File: config.mk
export PLATFORM = sky130hd
export DESIGN_NAME = lsu
export DESIGN_NICKNAME = d
export VERILOG_FILES = /design/src/rtl/lsu_pkg.sv /design/src/rtl/lsu_align.sv /design/src/rtl/lsu.sv
export SDC_FILE = /design/constraint.sdc
export NUM_CORES = 1
export LEC_CHECK = 0
export CAP_MARGIN = 20
export CORE_MARGIN = 10
export CORE_UTILIZATION = 51
export CTS_CLUSTER_DIAMETER = 200
export CTS_CLUSTER_SIZE = 12
export DETAILED_ROUTE_END_ITERATION = 16
export GPL_ROUTABILITY_DRIVEN = 0
export PLACE_DENSITY = 0.86
export SETUP_SLACK_MARGIN = 0.3
export SKIP_CTS_REPAIR_TIMING = 1
export SLEW_MARGIN = 20
export SYNTH_ARGS = -nofsm -noshare
export SYNTH_HDL_FRONTEND = slang
export SYNTH_HIERARCHICAL = 1
export SYNTH_SLANG_ARGS = --single-unit
File: constraint.sdc
create_clock -name clk -period 6.75 [get_ports clk]
set_input_delay 1.0125 -clock clk [delete_from_list [all_inputs] [get_ports clk]]
set_output_delay 1.0125 -clock clk [all_outputs]
set_load 0.01 [all_outputs]
File: src/rtl/lsu_pkg.sv
// Shared funct3 codes, FSM state encoding and the request legality check for the load/store unit.
package lsu_pkg;

  localparam logic [2:0] F3_B  = 3'b000;
  localparam logic [2:0] F3_H  = 3'b001;
  localparam logic [2:0] F3_W  = 3'b010;
  localparam logic [2:0] F3_BU = 3'b100;
  localparam logic [2:0] F3_HU = 3'b101;

  typedef enum logic [1:0] {
    IDLE  = 2'd0,
    READ  = 2'd1,
    WRITE = 2'd2,
    RESP  = 2'd3
  } state_t;

  // Unsigned widths only exist for loads; everything else must be naturally aligned.
  function automatic logic req_bad(input logic we, input logic [2:0] f3, input logic [1:0] lane);
    logic bad;
    bad = 1'b0;
    case (f3)
      F3_B:    bad = 1'b0;
      F3_H:    bad = lane[0];
      F3_W:    bad = (lane != 2'b00);
      F3_BU:   bad = we;
      F3_HU:   bad = we | lane[0];
      default: bad = 1'b1;
    endcase
    return bad;
  endfunction

endpackage

File: src/rtl/lsu_align.sv
// Combinational lane logic: little-endian load extraction/extension and read-modify-write store merge.
module lsu_align
  import lsu_pkg::*;
(
  input  logic [2:0]  funct3,
  input  logic [1:0]  lane,
  input  logic [31:0] old_word,
  input  logic [31:0] store_data,
  output logic [31:0] load_data,
  output logic [31:0] store_word
);

  logic [7:0]  byte_sel;
  logic [15:0] half_sel;

  always_comb begin
    byte_sel = old_word[{lane, 3'b000} +: 8];
    half_sel = lane[1] ? old_word[31:16] : old_word[15:0];

    load_data = old_word;
    case (funct3)
      F3_B:    load_data = {{24{byte_sel[7]}}, byte_sel};
      F3_H:    load_data = {{16{half_sel[15]}}, half_sel};
      F3_BU:   load_data = {24'h0, byte_sel};
      F3_HU:   load_data = {16'h0, half_sel};
      default: load_data = old_word;
    endcase

    // Bytes outside the addressed lane keep the value read back from memory.
    store_word = old_word;
    case (funct3)
      F3_B:    store_word[{lane, 3'b000} +: 8]     = store_data[7:0];
      F3_H:    store_word[{lane[1], 4'b0000} +: 16] = store_data[15:0];
      default: store_word = store_data;
    endcase
  end

endmodule

File: src/rtl/lsu.sv
// Load/store unit between a core and a combinational-read dmem; one request in flight, req_ready only in IDLE.
// Latency: loads and word stores respond 2 cycles after acceptance, sub-word stores 3, illegal requests 1.
module lsu
  import lsu_pkg::*;
(
  input  logic        clk,
  input  logic        rst,
  input  logic        req_valid,
  output logic        req_ready,
  input  logic        req_we,
  input  logic [2:0]  req_funct3,
  input  logic [31:0] req_addr,
  input  logic [31:0] req_wdata,
  output logic        rsp_valid,
  output logic [31:0] rsp_rdata,
  output logic        rsp_err,
  output logic        RW,
  output logic [31:0] address,
  output logic [31:0] wdata,
  input  logic [31:0] rdata
);

  state_t      state, state_nx;
  logic        we_q, err_q;
  logic [2:0]  f3_q;
  logic [31:0] addr_q, wdata_q, word_q;
  logic        accept, capture, bad;
  logic [31:0] load_data, store_word;

  assign bad     = req_bad(req_we, req_funct3, req_addr[1:0]);
  assign address = {addr_q[31:2], 2'b00};

  lsu_align u_align (
    .funct3     (f3_q),
    .lane       (addr_q[1:0]),
    .old_word   (word_q),
    .store_data (wdata_q),
    .load_data  (load_data),
    .store_word (store_word)
  );

  always_ff @(posedge clk or posedge rst) begin
    if (rst) state <= IDLE;
    else     state <= state_nx;
  end

  always_comb begin
    state_nx  = state;
    req_ready = 1'b0;
    rsp_valid = 1'b0;
    rsp_err   = 1'b0;
    rsp_rdata = 32'h0;
    RW        = 1'b0;
    wdata     = 32'h0;
    accept    = 1'b0;
    capture   = 1'b0;
    case (state)
      IDLE: begin
        req_ready = 1'b1;
        if (req_valid) begin
          accept = 1'b1;
          if (bad)                               state_nx = RESP;
          else if (req_we && req_funct3 == F3_W) state_nx = WRITE;
          else                                   state_nx = READ;
        end
      end
      READ: begin
        capture  = 1'b1;
        state_nx = we_q ? WRITE : RESP;
      end
      WRITE: begin
        RW       = 1'b1;
        wdata    = store_word;
        state_nx = RESP;
      end
      RESP: begin
        rsp_valid = 1'b1;
        rsp_err   = err_q;
        if (!we_q && !err_q) rsp_rdata = load_data;
        state_nx  = IDLE;
      end
      default: state_nx = IDLE;
    endcase
  end

  always_ff @(posedge clk or posedge rst) begin
    if (rst) begin
      we_q    <= 1'b0;
      err_q   <= 1'b0;
      f3_q    <= 3'b000;
      addr_q  <= 32'h0;
      wdata_q <= 32'h0;
      word_q  <= 32'h0;
    end else begin
      if (accept) begin
        we_q    <= req_we;
        err_q   <= bad;
        f3_q    <= req_funct3;
        addr_q  <= req_addr;
        wdata_q <= req_wdata;
      end
      if (capture) word_q <= rdata;
    end
  end

endmodule

Yosys cells after proc, flatten, opt, wreduce, memory -nomap -nowiden --
Index checks and enable logic that the tools add are counted.
Word-level totals: logic and storage cells 55, bits in registers 103
Cells by class: reduce and logical (&&, ||, !) cells 8, mux-type cells 21, shifts and indexed selects 5, add/sub/neg operators 2, equality and inequality tests 11, bitwise gates (word level) 1
Operators by type and width (number):
- 32-bit case mux with 4 select lines | 1
- 32-bit 2-to-1 mux | 3
- 32-bit bitwise mux | 2
- 32-bit case mux with 2 select lines | 1
- 16-bit by 7-bit variable shift with 32-bit output (first input constant) | 1
- 8-bit by 7-bit variable shift with 32-bit output (first input constant) | 1
- 16-bit by 7-bit indexed part select with 32-bit output | 1
- 32-bit by 6-bit indexed part select with 8-bit output | 1
- 8-bit by 7-bit indexed part select with 32-bit output | 1
- 16-bit 2-to-1 mux | 1
- 5-bit negator with 7-bit output | 2
- 3-bit equality test (second input constant) | 4
- 1-bit 2-to-1 mux | 8
- 2-bit case mux with 4 select lines | 1
- 3-bit by 1-bit equality test with 1-bit output (second input constant) | 2
- 3-bit zero test | 2
- 2-bit 2-to-1 mux | 3
- 1-bit case mux with 5 select lines | 1
- 2-bit equality test (second input constant) | 2
- 3-bit by 2-bit equality test with 1-bit output (second input constant) | 1
- 2-bit by 1-bit equality test with 1-bit output (second input constant) | 1
- 1-bit logical AND | 2
- 1-bit zero test | 2
- 2-bit zero test | 1
- 3 further kinds | 3

Logic depth before layout (Yosys ltp) --
Gate-level depths: netlist (run 1).
word-level depth 6, mapped depth 8

By module --
Netlist (run 1), hierarchy kept.
By module, submodules not included:
- lsu | cells each 343, sequential area each 2577.5 um^2, times used 1, area each 4692.0 um^2
- lsu_align | cells each 270, sequential area each 0.0 um^2, times used 1, area each 1853.0 um^2

Worst setup path after synthesis (run 1) --
OpenSTA, ideal clock, no wires.
path type register -> output, from reg addr_q[1], to out wdata[5], slack 3564 ps, arrival 2174 ps, required time 5738 ps, stages on the path, launching flop included 8, path buffers 1, cell sequence dfrtp_1 inv_1 clkbuf_1 ha_1 nor3b_1 o21ai_0 a221oi_1 and2_1
On the way: longest elaborated chain between the ends 5, elaborated cells on any way between the ends 10, those cells by class add/sub: 2; shift: 4; mux: 4
Ends and longest elaborated chain:
- start: declaration | RTL line lsu.sv:26 | logic [31:0] addr_q, wdata_q, word_q;
- start signal: assignment | RTL line lsu.sv:99 | addr_q <= req_addr;
- 5-bit negator with 7-bit output (on tied branches) | RTL line lsu_align.sv:33, lsu_align.sv:32
- 16-bit by 7-bit indexed part select with 32-bit output, or another cell as far along | RTL line lsu_align.sv:33 | F3_H: store_word[{lane[1], 4'b0000} +: 16] = store_data[15:0];
- 32-bit bitwise mux (on tied branches) | RTL line lsu_align.sv:33, lsu_align.sv:32
- 32-bit case mux with 2 select lines * | RTL line lsu_align.sv:31 | case (funct3)
- via store_word[5] | RTL line lsu.sv:28 | logic [31:0] load_data, store_word;
- 32-bit 2-to-1 mux * | RTL line lsu.sv:57 | case (state)
- end: declaration | RTL line lsu.sv:19 | output logic [31:0] wdata,
Mark *: on every way through the listed nets, which the timed path passes. The rest lies on a longest branch.

Final worst setup path (run 1) --
from reg addr_q[1], to out wdata[25]
The elaborated chain is that of the path after synthesis.

==> summary.txt, run 1 <==
Route
  – Drt wl/cell: 21.9 µm
  – Vias after detailed routing: 5485
  – First drt pass iteration count: 5
  – # DRC: 0
  – Routed Antenna Nets: 0
  – Routed WL: 20.3 mm
  – Initial DRC count: 646
  – Vias per cell: 5.92

Min path
  – Hold path endpoint: wdata_q[17]$_DFFE_PP0P_
  – Hold path cells: 1
  – HP Start: wdata_q[17]$_DFFE_PP0P_
  – Worst min-delay path class: flip-flop to flip-flop

Place
  – Placed cells: 911
  – Final HPWL DP: 15.3 mm
  – Port Buf Inserts: 200

Clock tree
  – Worst-skew pair later-pin latency: 350 ps
  – Clock slew at the register clock pins of the worst setup and hold paths: 70 ps
  – Root buf cell: clkbuf_16
  – CTS Buffer Depth: 2
  – H-tree depth: 3
  – Clk sinks: 103
  – Inserted Clock Buffers: 9
  – CTS tree: done

Setup path
  – RR Startpoint: state[0]$_DFFE_PP0P_
  – Worst r2r dst: wdata_q[9]$_DFFE_PP0P_
  – Startpoint types: flip-flop
  – R2R Setup Slk: 4680 ps
  – WS Path Type: flip-flop to primary output
  – Crit Path Max Fanout: 16
  – CP required: 5740 ps
  – R2r worst-path depth: 4
  – CP Capture Type: primary output
  – Signal arrival time at the worst endpoint: 3320 ps

Outcome
  – Status: finished clean

Floorplan
  – Initial Util: 51.9%
  – Die width: 133 µm
  – Std-Cell Rows: 41
  – Die area: 17800 µm²
  – I/O pins: 203
  – Die Y: 133 µm
  – Core area: 12600 µm²

Synthesis
  – Synth Area per Inst: 10.7 µm²
  – Synth area leaders: dfrtp_1, mux2_2, and2_1
  – EDFF count, synth: 0
  – Synth Cell Area: 6550 µm²
  – Ys flop type: dfrtp_1
  – Yosys reg bits: 103
  – Synth warn: 6
  – Synth top area share: 39.4%
  – Sequential element share of the synthesized area: 39.4%
  – Post-synth ARST share: 100%
  – Area leader, netlist: dfrtp_1
  – Post-synthesis instance total: 613
  – Synth cell types: 53

Job
  – Max cap viols: 0

STA
  – Clock period minus worst slack: 4330 ps
  – Final Hold Vio Count: 0
  – Worst Max-Slew Pin Slew: 945 ps
  – Relative slew slack: 37.0%
  – Setup TNS: 0 ps
  – Slew Limit Fails: 0
  – Final Setup Violations: 0
  – FMAX: 231 MHz
  – RSZ-0062 raised after global routing: false
  – Skew final: 6.41 ps
  – Fin crit share: 64.2%

GRT
  – Initial antenna violation count: 0
  – First-pass GRT wire length: 32.1 mm
  – Gr ovfl total: 0
  – Pin count of the biggest net entering global routing: 72
  – Tot GR Track Use: 22.4%
  – Number of global-route vias before repair: 5773

Layout
  – FILL cells: 970
  – Share of post-route cells with drive strength above 1: 17.7%
  – Final nets: 862
  – Antenna diodes: 0
  – Syn-to-layout area delta: 31.1%
  – Finished Layout Cells: 927

Power
  – Power Dens Cells: 513 nW/µm²
  – Worst VDD drop: 0.332 mV
  – Leakage: 3.57 nW
sequential cells by signal (all words and copies together) (netlist names):
register and cells:
we_q 1, word_q 32, addr_q 32, wdata_q 32
err_q 1, f3_q 3, state 2
synth_stat cells, drive strengths merged, types with 2 or more instances:
library cell  number
a221o             16
o22ai             20
and3               8
o21ai              8
nor2              16
nor2b             12
clkbuf            30
dfrtp            103
a22o              16
ha                 9
buf               49
a21oi             15
nand2             37
a221oi            19
inv               10
and2              74
o22a               2
nor3b              2
nand3              2
mux2i             17
a211o              2
a311o              8
mux2             100
a211oi             8
o221a              2
nand2b            11
cells in the final DEF (no fill, tap or decap), types with 16 or more instances in the layout:
cell / instances
clkdlybuf4s50_1: 200
dfrtp_1: 102
mux2_2: 94
and2_1: 71
nand2_1: 36
o22ai_1: 20
a221oi_1: 19
mux2i_1: 17
a221o_1: 16
a22o_1: 16
stage by stage:
step                utilization (%)  hold slack, ps  setup slack [ps]  area [µm²]  power, mW
floorplan                         -             470              3030        6550       3.01
finish                         68.0             501              2420        8580       4.40
CTS                            67.9             503              1940        8570       4.39
global route                   68.0             519              2080        8580       4.69
detailed placement             65.6             487              2310        8280       3.87
global placement               65.6             488              2520        8280       3.77
worst max-delay path, stage by stage (launching register included):
cell and delay [ps]:
dfrtp_1 390, inv_1 380, ha_1 380, nor4bb_2 730, a221o_1 280, a22o_1 120
and2_1 140, clkdlybuf4s50_1 560
report_power, final:
group	total [mW]	internal, mW	switching (mW)
combinational	2.51	1.39	1.12
clock	0.506	0.271	0.234
sequential	1.39	0.937	0.450
total	4.40	2.60	1.80
worst max-delay path by stage:
stage	to	slack [ps]	start
2_1_floorplan	addr_q[0]$_DFFE_PP0P_	3030	rst
3_3_place_gp	wdata[7]	2520	f3_q[1]$_DFFE_PP0P_
3_5_place_dp	wdata[5]	2310	f3_q[1]$_DFFE_PP0P_
4_1_cts	wdata[5]	1940	f3_q[1]$_DFFE_PP0P_
5_1_grt	wdata[5]	2080	addr_q[1]$_DFFE_PP0P_
6_report	wdata[25]	2420	addr_q[1]$_DFFE_PP0P_
metal layers:
layer | up-vias | global-route usage (%) | share of wire [%] | wire (µm)
li1 | 2473 | - | - | -
met1 | 2656 | 25.9 | 39 | 7840
met2 | 315 | 37.7 | 48 | 9750
met3 | 41 | 8.08 | 11 | 2210
met4 | 0 | 7.62 | 2.4 | 495
met5 | - | 0 | 0 | 0
kinds of logic after synthesis:
logic type	synth area share, %
flops	39.4
compound gates	14.7
mux	20.5
fa+ha+maj	1.72
simple gates	15.0
buf+inv	8.58
other cells	0.0573
layout make-up:
cell class / instances / area, µm² / area share, %
Inverter: 10 / 40.0 / 0.467
Tap cell: 172 / 215 / 2.51
Clock inverter: 4 / 27.5 / 0.321
Sequential cell: 103 / 2580 / 30.0
Timing Repair Buffer: 204 / 2030 / 23.7
Clock buffer: 12 / 256 / 2.99
Multi-Input combinational cell: 422 / 3430 / 40.0
(Power assumes the default switching activity.)
==> run 2: changes to the inputs <==
- CORE_UTILIZATION: 51 -> 43
- PLACE_DENSITY: 0.86 -> 0.78
- clock period: 6.75 -> 3.53 ns (I/O delays scaled with it)
==> run 2 against run 1 <==
Net effect:
- die area increased by 16%
- clock power increased by 120%
- register-to-register slack got worse by 3200 ps
- count of clock-buffer cells in the layout decreased by 1
- final area increased by 3.2%
- final cell count increased by 3.5%
- sequential power increased by 89%
- power increased by 100%
- global-route usage decreased by 2.1 points
- routed wire length increased by 4.2%
- combinational power increased by 100%
- worst setup slack got worse by 2100 ps
==> summary.txt, run 2 (synthesis gave the netlist of run 1 again) <==
STA
  – Fin crit share: 90.3%
  – Relative slew slack: 37.4% (+0.34 points)
  – Final Hold Vio Count: 0 (unchanged)
  – Clock period minus worst slack: 3190 ps
  – Worst Max-Slew Pin Slew: 940 ps (-5.13 ps)
  – Final Setup Violations: 0 (unchanged)
  – Slew Limit Fails: 0 (unchanged)
  – FMAX: 314 MHz
  – RSZ-0062 raised after global routing: true
  – Setup TNS: 0 ps (unchanged)
  – Skew final: 5.32 ps (-1.10 ps)

Clock tree
  – Clock slew at the register clock pins of the worst setup and hold paths: 70 ps (about the same)
  – Clk sinks: 103 (unchanged)
  – Worst-skew pair later-pin latency: 350 ps (about the same)
  – CTS Buffer Depth: 2 (unchanged)
  – Root buf cell: clkbuf_16
  – H-tree depth: 3 (unchanged)
  – CTS tree: done
  – Inserted Clock Buffers: 9 (unchanged)

Setup path
  – Worst r2r dst: wdata_q[8]$_DFFE_PP0P_
  – Top delay family on crit path: buffers and inverters
  – Crit Path Max Fanout: 44 (+28)
  – Cells along the critical path: buf_12 > ha_1 > nor4bb_2 > buf_4 > a221o_1 > a22o_1 > and2_1 > clkdlybuf4s50_1
  – Startpoint types: flip-flop
  – R2R Setup Slk: 1460 ps (-3220 ps)
  – Max stage delay cell, worst path: clkdlybuf4s50_1
  – RR Startpoint: state[0]$_DFFE_PP0P_
  – CP peak stage delay: 500 ps (-230 ps)
  – CP Buf/Inv Count: 3 (+1)
  – Signal arrival time at the worst endpoint: 2660 ps (-660 ps)
  – WS Path Type: flip-flop to primary output
  – R2r worst-path depth: 4 (unchanged)
  – CP Capture Type: primary output
  – CP required: 3000 ps (-2740 ps)

Outcome
  – Status: finished clean

Min path
  – Worst min-delay path class: flip-flop to flip-flop
  – Hold path cells: 1 (unchanged)
  – Hold path endpoint: wdata_q[20]$_DFFE_PP0P_
  – HP Start: wdata_q[20]$_DFFE_PP0P_

Floorplan
  – Die area: 20600 µm² (+16%)
  – Die width: 143 µm (+7.6%)
  – Initial Util: 43.5% (-8.3 points)
  – I/O pins: 203 (unchanged)
  – Std-Cell Rows: 45 (+9.8%)
  – Die Y: 143 µm (+7.6%)
  – Core area: 15000 µm² (+19%)

Power
  – Power Dens Cells: 999 nW/µm² (+95%)
  – Worst VDD drop: 0.549 mV (+66%)
  – Total power: 8.85 mW (+100%)
  – Leakage: 3.71 nW (+4.1%)

GRT
  – First-pass GRT wire length: 32.8 mm (+2.0%)
  – Initial antenna violation count: 0 (unchanged)
  – Number of global-route vias before repair: 5723 (-0.87%)
  – Gr ovfl total: 0 (unchanged)
  – Tot GR Track Use: 20.3% (-2.1 points)
  – Pin count of the biggest net entering global routing: 104 (+44%)

Place
  – Final HPWL DP: 15.9 mm (+3.9%)
  – Dpl cell area: 8390 µm² (+1.3%)
  – Placed cells: 938 (+3.0%)
  – Port Buf Inserts: 200 (unchanged)

Layout
  – Antenna diodes: 0 (unchanged)
  – Most frequent cells in the layout: clkdlybuf4s50_1, dfrtp_1, mux2_2
  – Final nets: 878 (+1.9%)
  – Share of post-route cells with drive strength above 1: 20.5% (+2.7 points)
  – Design area: 8860 µm² (+3.2%)
  – Syn-to-layout area delta: 35.4%
  – Top flop regs: addr_q: 32 flops, wdata_q: 32 flops, word_q: 32 flops
  – Finished Layout Cells: 959 (+3.5%)
  – Commonest non-fill, non-tap cell in the layout: clkdlybuf4s50_1

Route
  – Initial DRC count: 481 (-26%)
  – Routed Antenna Nets: 0 (unchanged)
  – Drt wl/cell: 22.1 µm (+0.72%)
  – # DRC: 0 (unchanged)
  – Vias per cell: 5.75 (-2.8%)
  – Routed WL: 21.2 mm (+4.2%)
  – Vias after detailed routing: 5516 (+0.57%)
  – First drt pass iteration count: 6 (+1)

Job
  – Max cap viols: 0 (unchanged)
run 2: metrics by stage:
stage          utilization [%]  setup slack [ps]  hold slack [ps]
2_1_floorplan                -               827              470
3_3_place_gp              55.8               396              482
3_5_place_dp              55.8               298              490
4_1_cts                   58.1             -97.5              506
5_1_grt                   58.9               239              520
6_report                  58.9               344              501
run 2: layout make-up:
| class | count | area, µm² |
|---|---|---|
| multi-input cells | 422 | 3470 |
| fillers | 1231 | 6170 |
| repair buffers | 220 | 2190 |
| well taps | 188 | 235 |
| clock buffers | 11 | 253 |
| clock inverters | 5 | 85.1 |
| inverters | 10 | 41.3 |
| flip-flops and latches | 103 | 2580 |
run 2: how the worst max path moves through the flow:
| stage | start | end | depth (start not counted) |
|---|---|---|---|
| finish | addr_q[1]$_DFFE_PP0P_ | wdata[24] | 8 |
| global route | addr_q[1]$_DFFE_PP0P_ | wdata[20] | 7 |
| CTS | addr_q[0]$_DFFE_PP0P_ | wdata[3] | 7 |
| detailed placement | addr_q[0]$_DFFE_PP0P_ | wdata[3] | 7 |
| global placement | addr_q[0]$_DFFE_PP0P_ | wdata[6] | 7 |
| floorplan | addr_q[1]$_DFFE_PP0P_ | wdata[5] | 7 |
run 2: worst register-to-register path, cell delays in order (launching register included):
cell	delay (ps)
dfrtp_1	410
inv_1	80
ha_1	290
nand2_4	710
mux2_2	460
run 2: where the power goes:
group,switching (mW),internal (mW)
registers,0.836,1.79
clock network,0.468,0.666
logic,2.25,2.83
total,3.56,5.30
run 2: per-layer routing:
| layer | wire, µm | up-vias | track usage (%) | part of all wire, % |
|---|---|---|---|---|
| met4 | 600 | 0 | 7.95 | 2.8 |
| met2 | 9950 | 289 | 33.4 | 47 |
| met5 | 0 | - | 0 | 0 |
| li1 | - | 2503 | - | - |
| met1 | 8370 | 2680 | 23.8 | 40 |
| met3 | 2230 | 44 | 7.00 | 11 |
==> run 3: changes to the inputs <==
- ABC_AREA: unset -> 0
==> results of run 3 <==
Final layout, timing and power as in run 2 (identical DEF).
